<file path="src/rtl/seg7_pkg.sv">
`default_nettype none
// ============================================================================
// Module   : seg7_pkg
// Brief    : Shared types and lit-segment patterns (gfedcba, 1 = lit).
// Revision : 1.0 - initial release
// ============================================================================
package seg7_pkg;

    typedef logic [6:0] seg_t;

    localparam int CODE_W = 5;

    localparam seg_t SEG_0     = 7'b0111111;
    localparam seg_t SEG_1     = 7'b0000110;
    localparam seg_t SEG_2     = 7'b1011011;
    localparam seg_t SEG_3     = 7'b1001111;
    localparam seg_t SEG_4     = 7'b1100110;
    localparam seg_t SEG_5     = 7'b1101101;
    localparam seg_t SEG_6     = 7'b1111101;
    localparam seg_t SEG_7     = 7'b0000111;
    localparam seg_t SEG_8     = 7'b1111111;
    localparam seg_t SEG_9     = 7'b1101111;
    localparam seg_t SEG_A     = 7'b1110111;
    localparam seg_t SEG_B     = 7'b1111100;
    localparam seg_t SEG_C     = 7'b0111001;
    localparam seg_t SEG_D     = 7'b1011110;
    localparam seg_t SEG_E     = 7'b1111001;
    localparam seg_t SEG_F     = 7'b1110001;
    localparam seg_t SEG_BLANK = 7'b0000000;

endpackage : seg7_pkg
`default_nettype wire

</file>
<file path="src/rtl/seg7_if.sv">
`default_nettype none
// ============================================================================
// Module   : seg7_if
// Brief    : Digit-code input and segment-drive output of the display block.
// Revision : 1.0 - initial release
// ============================================================================
interface seg7_if;
    import seg7_pkg::*;

    logic [CODE_W-1:0] in;
    seg_t              leds;

    modport master (output in, input  leds);
    modport slave  (input  in, output leds);

endinterface : seg7_if
`default_nettype wire

</file>
<file path="src/rtl/seg7_lut.sv">
`default_nettype none
// ============================================================================
// Module   : seg7_lut
// Brief    : Combinational map from 5-bit digit code to lit-segment pattern.
// Revision : 1.0 - initial release
// ============================================================================
module seg7_lut
    import seg7_pkg::*;
#(
    parameter bit HEX_EN = 1'b1
) (
    input  wire logic [CODE_W-1:0] i_code,
    output seg_t                   o_seg
);

    always_comb begin
        o_seg = SEG_BLANK;
        case (i_code)
            5'd0:    o_seg = SEG_0;
            5'd1:    o_seg = SEG_1;
            5'd2:    o_seg = SEG_2;
            5'd3:    o_seg = SEG_3;
            5'd4:    o_seg = SEG_4;
            5'd5:    o_seg = SEG_5;
            5'd6:    o_seg = SEG_6;
            5'd7:    o_seg = SEG_7;
            5'd8:    o_seg = SEG_8;
            5'd9:    o_seg = SEG_9;
            5'd10:   o_seg = HEX_EN ? SEG_A : SEG_BLANK;
            5'd11:   o_seg = HEX_EN ? SEG_B : SEG_BLANK;
            5'd12:   o_seg = HEX_EN ? SEG_C : SEG_BLANK;
            5'd13:   o_seg = HEX_EN ? SEG_D : SEG_BLANK;
            5'd14:   o_seg = HEX_EN ? SEG_E : SEG_BLANK;
            5'd15:   o_seg = HEX_EN ? SEG_F : SEG_BLANK;
            // Codes 16-31 are out of the displayable range and stay dark.
            default: o_seg = SEG_BLANK;
        endcase
    end

endmodule : seg7_lut
`default_nettype wire

</file>
<file path="src/rtl/seg7.sv">
`default_nettype none
// ============================================================================
// Module   : seg7
// Brief    : Registered seven-segment decoder with selectable drive polarity.
// Revision : 1.0 - initial release
// ============================================================================
module seg7
    import seg7_pkg::*;
#(
    parameter bit ACTIVE_LOW = 1'b1,
    parameter bit HEX_EN     = 1'b1
) (
    input  wire logic clk,
    input  wire logic reset,
    seg7_if.slave     bus
);

    localparam seg_t c_BLANK_DRIVE = ACTIVE_LOW ? ~SEG_BLANK : SEG_BLANK;

    seg_t w_lit;
    seg_t w_drive;
    seg_t r_leds;

    seg7_lut #(
        .HEX_EN (HEX_EN)
    ) u_lut (
        .i_code (bus.in),
        .o_seg  (w_lit)
    );

    assign w_drive = ACTIVE_LOW ? ~w_lit : w_lit;

    // Async reset forces the blank drive straight onto the register output,
    // so no decoded pattern can appear while reset is high.
    always_ff @(posedge clk or posedge reset) begin
        if (reset) begin
            r_leds <= c_BLANK_DRIVE;
        end else begin
            r_leds <= w_drive;
        end
    end

    assign bus.leds = r_leds;

endmodule : seg7
`default_nettype wire

</file>
<file path="src/flat_wrapper.sv">
// flat-port wrapper written by rule: the top's interface ports become plain ports
module seg7_flat import seg7_pkg::*;
#(
    parameter bit ACTIVE_LOW = 1'b1,
    parameter bit HEX_EN     = 1'b1
)
  (clk, reset, bus_in, bus_leds);
  seg7_if bus_i ();
  input  wire logic clk;
  input  wire logic reset;
  input wire logic [$bits(bus_i.in)-1:0] bus_in;
  output wire logic [$bits(bus_i.leds)-1:0] bus_leds;
  assign bus_i.in = bus_in;
  assign bus_leds = bus_i.leds;
  seg7 #(.ACTIVE_LOW(ACTIVE_LOW), .HEX_EN(HEX_EN)) u_core (.clk(clk), .reset(reset), .bus(bus_i));
endmodule
</file>
<file path="config.mk">
export PLATFORM = sky130hd
export DESIGN_NAME = seg7_flat
export DESIGN_NICKNAME = d
export VERILOG_FILES = /design/src/rtl/seg7_pkg.sv /design/src/rtl/seg7_if.sv /design/src/rtl/seg7_lut.sv /design/src/rtl/seg7.sv /design/src/flat_wrapper.sv
export SDC_FILE = /design/constraint.sdc
export NUM_CORES = 1
export LEC_CHECK = 0
export CAP_MARGIN = 25
export CELL_PAD_IN_SITES_DETAIL_PLACEMENT = 0
export CELL_PAD_IN_SITES_GLOBAL_PLACEMENT = 1
export CORE_MARGIN = 5
export CORE_UTILIZATION = 33
export CTS_CLUSTER_SIZE = 16
export DETAILED_ROUTE_END_ITERATION = 8
export GPL_ROUTABILITY_DRIVEN = 0
export MAX_ROUTING_LAYER = met4
export PLACE_DENSITY_LB_ADDON = 0.3
export SYNTH_ARGS = -nofsm -noshare
export SYNTH_HDL_FRONTEND = slang
export SYNTH_HIERARCHICAL = 1
export SYNTH_SLANG_ARGS = --single-unit
</file>
<file path="constraint.sdc">
create_clock -name clk -period 1.1 [get_ports clk]
set_clock_uncertainty 0.2 [all_clocks]
set_input_delay 0.33 -clock clk [delete_from_list [all_inputs] [get_ports clk]]
set_output_delay 0.33 -clock clk [all_outputs]
set_load 0.05 [all_outputs]
</file>
==> impl_metrics.env, run 1 <==
export IMPL_clock_fmax_mhz=692.8
export IMPL_finalWorstPathRequiredPeriod_ns=1.443
export IMPL_switching_share=0.3103
export IMPL_power_frac_clock=0.232
export IMPL_number_of_buffers_created_by_cts=3
export IMPL_crit_path_cell_trace="buf_12"
export IMPL_initial_drc_count=8
export IMPL_critical_path_max_stage_delay_ns=0.54
export IMPL_power_per_cell_area_mw_per_mm2=918.2
export IMPL_fp_dieW_um=48.26
export IMPL_pwr_share_comb=0.442
export IMPL_internal_power_mw=0.6577
export IMPL_synth_cells=48
export IMPL_num_vias=464
export IMPL_static_leakage_power_nw=0.4660
export IMPL_timing_setup_critical_path_class="register to primary output"
export IMPL_die_area_mm2=0.002329
export IMPL_timing_final_hold_violations=0
export IMPL_layout_worst_path_cycle_share=1.312
export IMPL_switchingPower_mw=0.2959
export IMPL_ir_worst_vdd_v=0.0004413
export IMPL_layout_cells_most_common="sky130_fd_sc_hd__buf_6"
export IMPL_post_route_worst_setup_slack_ns=-0.3433
export IMPL_yosys_register_bits=7
export IMPL_postSynthNetCount=61
export IMPL_routed_wl_mm=1.173
export IMPL_synthDominantCellAreaShare=0.3808
export IMPL_outcome="finished, violations left"
export IMPL_crit_path_end="bus_leds[2]"
export IMPL_synth_largest_area_cell="sky130_fd_sc_hd__dfstp_2"
export IMPL_floorplan_core_area_mm2=0.001350
export IMPL_grt_total_usage=0.1243
export IMPL_critPathCaptureType="primary output"
export IMPL_timing_hold_worst_start="bus_in[2]"
export IMPL_antenna_cells_inserted=0
export IMPL_route_antenna_remaining_nets=0
export IMPL_number_of_port_buffers=13
export IMPL_synth_seq_area_share=0.3808
export IMPL_clock_sinks=7
export IMPL_p_seq_frac=0.326
export IMPL_die_height_um=48.26
export IMPL_overflow=0
export IMPL_final_core_utilization=0.7692
export IMPL_length_of_the_first_detailed_routing_pass_in_iterations=2
export IMPL_p_total_mw=0.9536
export IMPL_initial_core_util=0.3577
export IMPL_number_of_global_route_vias_before_repair=473
export IMPL_yosys_warnings=6
export IMPL_synth_area_leaders="sky130_fd_sc_hd__dfstp_2, sky130_fd_sc_hd__ha_1, sky130_fd_sc_hd__inv_1, sky130_fd_sc_hd__mux2i_1, sky130_fd_sc_hd__mux4_1"
export IMPL_launch_point_of_the_worst_path="u_core/bus.leds[2]$_DFF_PP1_"
export IMPL_cts_path_max_buffers=2
export IMPL_grt_setup_unrepaired="true"
export IMPL_critical_path_required_ns=0.57
export IMPL_count_of_maximum_capacitance_violations=0
export IMPL_critical_path_peak_fanout=1
export IMPL_vias_per_cell=4.833
export IMPL_grt_first_pass_wirelength_mm=1.938
export IMPL_cts_h_tree_depth=1
export IMPL_fp_row_count=13
export IMPL_critPathTopFamily="flip-flops"
export IMPL_timing_hold_worst_class="primary input to register"
export IMPL_finalMaxSlewViolations=0
export IMPL_cts_tree="built"
export IMPL_critical_path_buf_inv_count=1
export IMPL_setup_viol=14
export IMPL_failing_checks="negative setup slack"
export IMPL_io_pins=14
export IMPL_route_detailed_wl_per_inst_um=12.22
export IMPL_critPathSlowestCell="sky130_fd_sc_hd__dfstp_2"
export IMPL_dp_hpwl_um=850.1
export IMPL_tightest_slew_ns=0.2414
export IMPL_antenna_found_initial=0
export IMPL_critical_path_depth=1
export IMPL_nNetsFinal=95
export IMPL_syn_area_um2=483.0
export IMPL_post_route_cells_drive_above_1_share=0.7407
export IMPL_normalized_max_slew_margin=0.8389
export IMPL_worstPathArrival_ns=0.91
export IMPL_path_clk_slew_ns=0.05
export IMPL_grt_max_degree=8
export IMPL_largest_register_ffs=7
export IMPL_areaGrowthSynthToFinish_pct=115.0
export IMPL_clock_tree_root_cell="sky130_fd_sc_hd__clkbuf_4"
export IMPL_layout_cells_most_common_list="sky130_fd_sc_hd__buf_6, sky130_fd_sc_hd__buf_12, sky130_fd_sc_hd__inv_1"
export IMPL_cts_hold_fix_buffers=0
export IMPL_critical_path_startpoint_type="register"
export IMPL_netlist_cell_type_count=16
export IMPL_setup_tns_ns=-3.419
export IMPL_syn_mean_instance_area_um2=10.06
export IMPL_drc=0
==> layout make-up <==
cell class,instances,area [µm²]
clock buffers,4,26.28
fillers,88,311.5
inverters,12,70.07
multi-input cells,27,350.3
flip-flops and latches,7,183.9
well taps,15,18.77
repair buffers,31,389.1
==> routing by layer <==
metal	up-vias	track usage	share of wire
li1	224	-	-
met1	229	0.1188	0.35
met2	11	0.2318	0.58
met3	0	0.02214	0.066
met4	0	0.06452	0
met5	-	-	0
==> kinds of logic after synthesis <==
family	Yosys count	synth area share
AOI/OAI and AO/OA	7	0.1140
adders and majority gates	6	0.1554
buffers and inverters	14	0.1269
DFF	7	0.3808
muxes	5	0.1399
and+or+nand+nor	9	0.08290
==> cells in the mapped netlist <==
library cell / instances
sky130_fd_sc_hd__inv_1: 12
sky130_fd_sc_hd__dfstp_2: 7
sky130_fd_sc_hd__ha_1: 6
sky130_fd_sc_hd__nor2_1: 6
sky130_fd_sc_hd__mux2i_1: 3
sky130_fd_sc_hd__a211oi_1: 2
sky130_fd_sc_hd__a221oi_1: 2
sky130_fd_sc_hd__nor3_1: 2
sky130_fd_sc_hd__a21oi_1: 1
sky130_fd_sc_hd__a311oi_1: 1
sky130_fd_sc_hd__a31o_2: 1
sky130_fd_sc_hd__and2b_1: 1
sky130_fd_sc_hd__buf_2: 1
sky130_fd_sc_hd__buf_6: 1
sky130_fd_sc_hd__mux2_2: 1
sky130_fd_sc_hd__mux4_1: 1
==> worst min-delay path by stage <==
stage                                    to  slack [ns]  cells past startpoint
6_report       u_core/bus.leds[6]$_DFF_PP1_        0.28                      4
5_1_grt        u_core/bus.leds[6]$_DFF_PP1_        0.28                      4
4_1_cts        u_core/bus.leds[4]$_DFF_PP1_        0.31                      3
3_5_place_dp                    bus_leds[5]        0.62                      1
3_3_place_gp   u_core/bus.leds[3]$_DFF_PP1_        0.60                      2
2_1_floorplan  u_core/bus.leds[0]$_DFF_PP1_        0.15                      1
==> per-stage QoR <==
step	setup WS [ns]	hold slack [ns]	cell area, µm²	instances
finish	-0.3433	0.2822	1039	96
global route	-0.3777	0.2819	1039	96
CTS	-0.3604	0.3052	1005	98
detailed placement	-1.053	0.6227	859.6	89
global placement	-1.049	0.5996	859.6	89
floorplan	-0.3613	0.1509	546.8	48
==> power groups by stage <==
stage / combinational, mW / clock [mW] / sequential, mW
2_1_floorplan: 0.103 / 0 / 0.381
3_3_place_gp: 0.350 / 0 / 0.314
3_5_place_dp: 0.355 / 0 / 0.315
4_1_cts: 0.398 / 0.235 / 0.312
5_1_grt: 0.446 / 0.249 / 0.313
6_report: 0.421 / 0.221 / 0.311
==> repair_timing <==
action                                  CTS  global route
endpoints found under the setup margin   14            14
buffers inserted                          6             0
pin swaps                                 7             7
resized for setup                        32            18
(Power assumes the default switching activity.)
==> inputs of run 2 (changes only) <==
- CORE_AREA: unset -> 5 5 42 44
- CORE_MARGIN: 5 -> unset
- CORE_UTILIZATION: 33 -> unset
- DIE_AREA: unset -> 0 0 47 49
- DONT_BUFFER_PORTS: unset -> 1
- HOLD_SLACK_MARGIN: unset -> 0.03
- RECOVER_POWER: unset -> 50
==> impl_metrics.env, run 2 (synthesized netlist as in run 1, its figures left out) <==
export IMPL_sum_of_met3_wire_segment_lengths_after_detailed_routing_um=109
export IMPL_length_of_the_first_detailed_routing_pass_in_iterations=5
export IMPL_layout_worst_path_cycle_share=1.320
export IMPL_setup_viol=9
export IMPL_clock_tree_root_cell="sky130_fd_sc_hd__clkbuf_4"
export IMPL_number_of_buffers_created_by_cts=3
export IMPL_post_route_cells_drive_above_1_share=0.4909
export IMPL_fp_dieW_um=47
export IMPL_p_total_mw=0.7240
export IMPL_vias_per_cell=4.915
export IMPL_number_of_port_buffers=0
export IMPL_finalWorstPathRequiredPeriod_ns=1.452
export IMPL_outcome="finished, violations left"
export IMPL_number_of_global_route_vias_before_repair=377
export IMPL_fp_row_count=14
export IMPL_layout_cell_area_non_filler_um2=636.9
export IMPL_antenna_found_initial=0
export IMPL_timing_hold_worst_start="bus_in[4]"
export IMPL_drc=0
export IMPL_post_route_worst_setup_slack_ns=-0.3521
export IMPL_initial_core_util=0.3446
export IMPL_critPathCaptureType="primary output"
export IMPL_initial_drc_count=5
export IMPL_timing_hold_worst_class="primary input to register"
export IMPL_critical_path_required_ns=0.57
export IMPL_cts_path_max_buffers=2
export IMPL_cts_tree="built"
export IMPL_layout_cells_most_common_list="sky130_fd_sc_hd__inv_1, sky130_fd_sc_hd__dfstp_2, sky130_fd_sc_hd__nor2_1"
export IMPL_cts_h_tree_depth=1
export IMPL_static_leakage_power_nw=0.2844
export IMPL_die_area_mm2=0.002303
export IMPL_clock_fmax_mhz=688.7
export IMPL_grt_total_usage=0.09579
export IMPL_layout_cells_most_common="sky130_fd_sc_hd__inv_1"
export IMPL_topRoutingLayerUsed="met3"
export IMPL_clock_sinks=7
export IMPL_areaGrowthSynthToFinish_pct=31.87
export IMPL_count_of_maximum_capacitance_violations=0
export IMPL_failing_checks="negative hold slack, negative setup slack"
export IMPL_overflow=0
export IMPL_nNetsFinal=69
export IMPL_place_area_um2=578.1
export IMPL_grt_setup_unrepaired="true"
export IMPL_num_vias=349
export IMPL_largest_register_ffs=7
export IMPL_hold_ws_ns=-0.02722
export IMPL_hold_depth=2
export IMPL_setup_tns_ns=-2.620
export IMPL_critical_path_peak_fanout=1
export IMPL_finalMaxSlewViolations=0
export IMPL_antenna_cells_inserted=0
export IMPL_path_clk_slew_ns=0.05
export IMPL_timing_setup_critical_path_class="register to primary output"
export IMPL_timing_final_hold_violations=6
export IMPL_ir_worst_vdd_v=0.0002939
export IMPL_die_height_um=49
export IMPL_route_detailed_wl_per_inst_um=14.23
export IMPL_normalized_max_slew_margin=0.8292
export IMPL_timing_hold_worst_endpoint="u_core/bus.leds[0]$_DFF_PP1_"
export IMPL_routed_wl_mm=1.010
export IMPL_power_per_cell_area_mw_per_mm2=1137
export IMPL_grt_max_degree=13
export IMPL_io_pins=14
export IMPL_dp_hpwl_um=784.2
export IMPL_preCtsSetupSlack_ns=-0.4010
export IMPL_route_antenna_remaining_nets=0
export IMPL_stdcell_count=71
export IMPL_drt_met1_wl_um=346
export IMPL_tightest_slew_ns=0.2568
export IMPL_cts_hold_fix_buffers=1
export IMPL_numPlacedInstances=66
export IMPL_worstPathArrival_ns=0.92
export IMPL_critical_path_startpoint_type="register"
export IMPL_met2_routed_wl_um=555
export IMPL_grt_first_pass_wirelength_mm=1.524
export IMPL_floorplan_core_area_mm2=0.001401
## run 2: changes by cell type in the layout (fill, tap and decap cells not counted), sizes merged
| cell | change |
|---|---|
| dlygate4sd2 | -1 |
| clkdlybuf4s50 | -1 |
| dlygate4sd3 | +1 |
| clkbuf | -1 |
| buf | -24 |
## run 2: final cells by class
type / instances / area [µm²]
sequential: 7 / 183.9
timing repair buffer: 5 / 43.79
fill: 153 / 764.5
tap: 16 / 20.02
inverter: 12 / 70.07
clock buffer: 4 / 26.28
multi-input combinational: 27 / 292.8
## run 2: power by group
part / switching, mW / internal [mW]
clock network: 0.0828 / 0.138
registers: 0.0818 / 0.298
logic: 0.0549 / 0.0693
total: 0.220 / 0.504
## run 2: repair_timing
| item | 4_1_cts | 5_1_grt |
|---|---|---|
| pin swaps | 2 | 0 |
| setup buffers | 0 | 0 |
| resized for setup | 4 | 2 |
| endpoints found under the hold margin | 14 | 7 |
| endpoints found under the setup margin | 9 | 10 |
## run 2: metrics by stage
stage,hold slack (ns),util
2_1_floorplan,0.1509,-
4_1_cts,-0.03263,0.4571
3_3_place_gp,0.1714,0.4125
3_5_place_dp,0.1894,0.4125
5_1_grt,-0.03003,0.4545
6_report,-0.02722,0.4545
## run 2: metal layers
metal | track usage | up-vias
met4 | 0.06912 | 0
met2 | 0.1561 | 16
met3 | 0.04059 | 0
met5 | - | -
li1 | - | 172
met1 | 0.08259 | 161
## run 2: worst max path at each step
stage | startpoint | cells after the start | slack [ns] | endpoint
global route | u_core/bus.leds[3]$_DFF_PP1_ | 0 | -0.37 | bus_leds[3]
floorplan | bus_in[0] | 6 | -0.36 | u_core/bus.leds[3]$_DFF_PP1_
CTS | u_core/bus.leds[3]$_DFF_PP1_ | 0 | -0.37 | bus_leds[3]
detailed placement | bus_in[0] | 6 | -0.40 | u_core/bus.leds[3]$_DFF_PP1_
global placement | bus_in[0] | 6 | -0.39 | u_core/bus.leds[3]$_DFF_PP1_
finish | u_core/bus.leds[3]$_DFF_PP1_ | 0 | -0.35 | bus_leds[3]
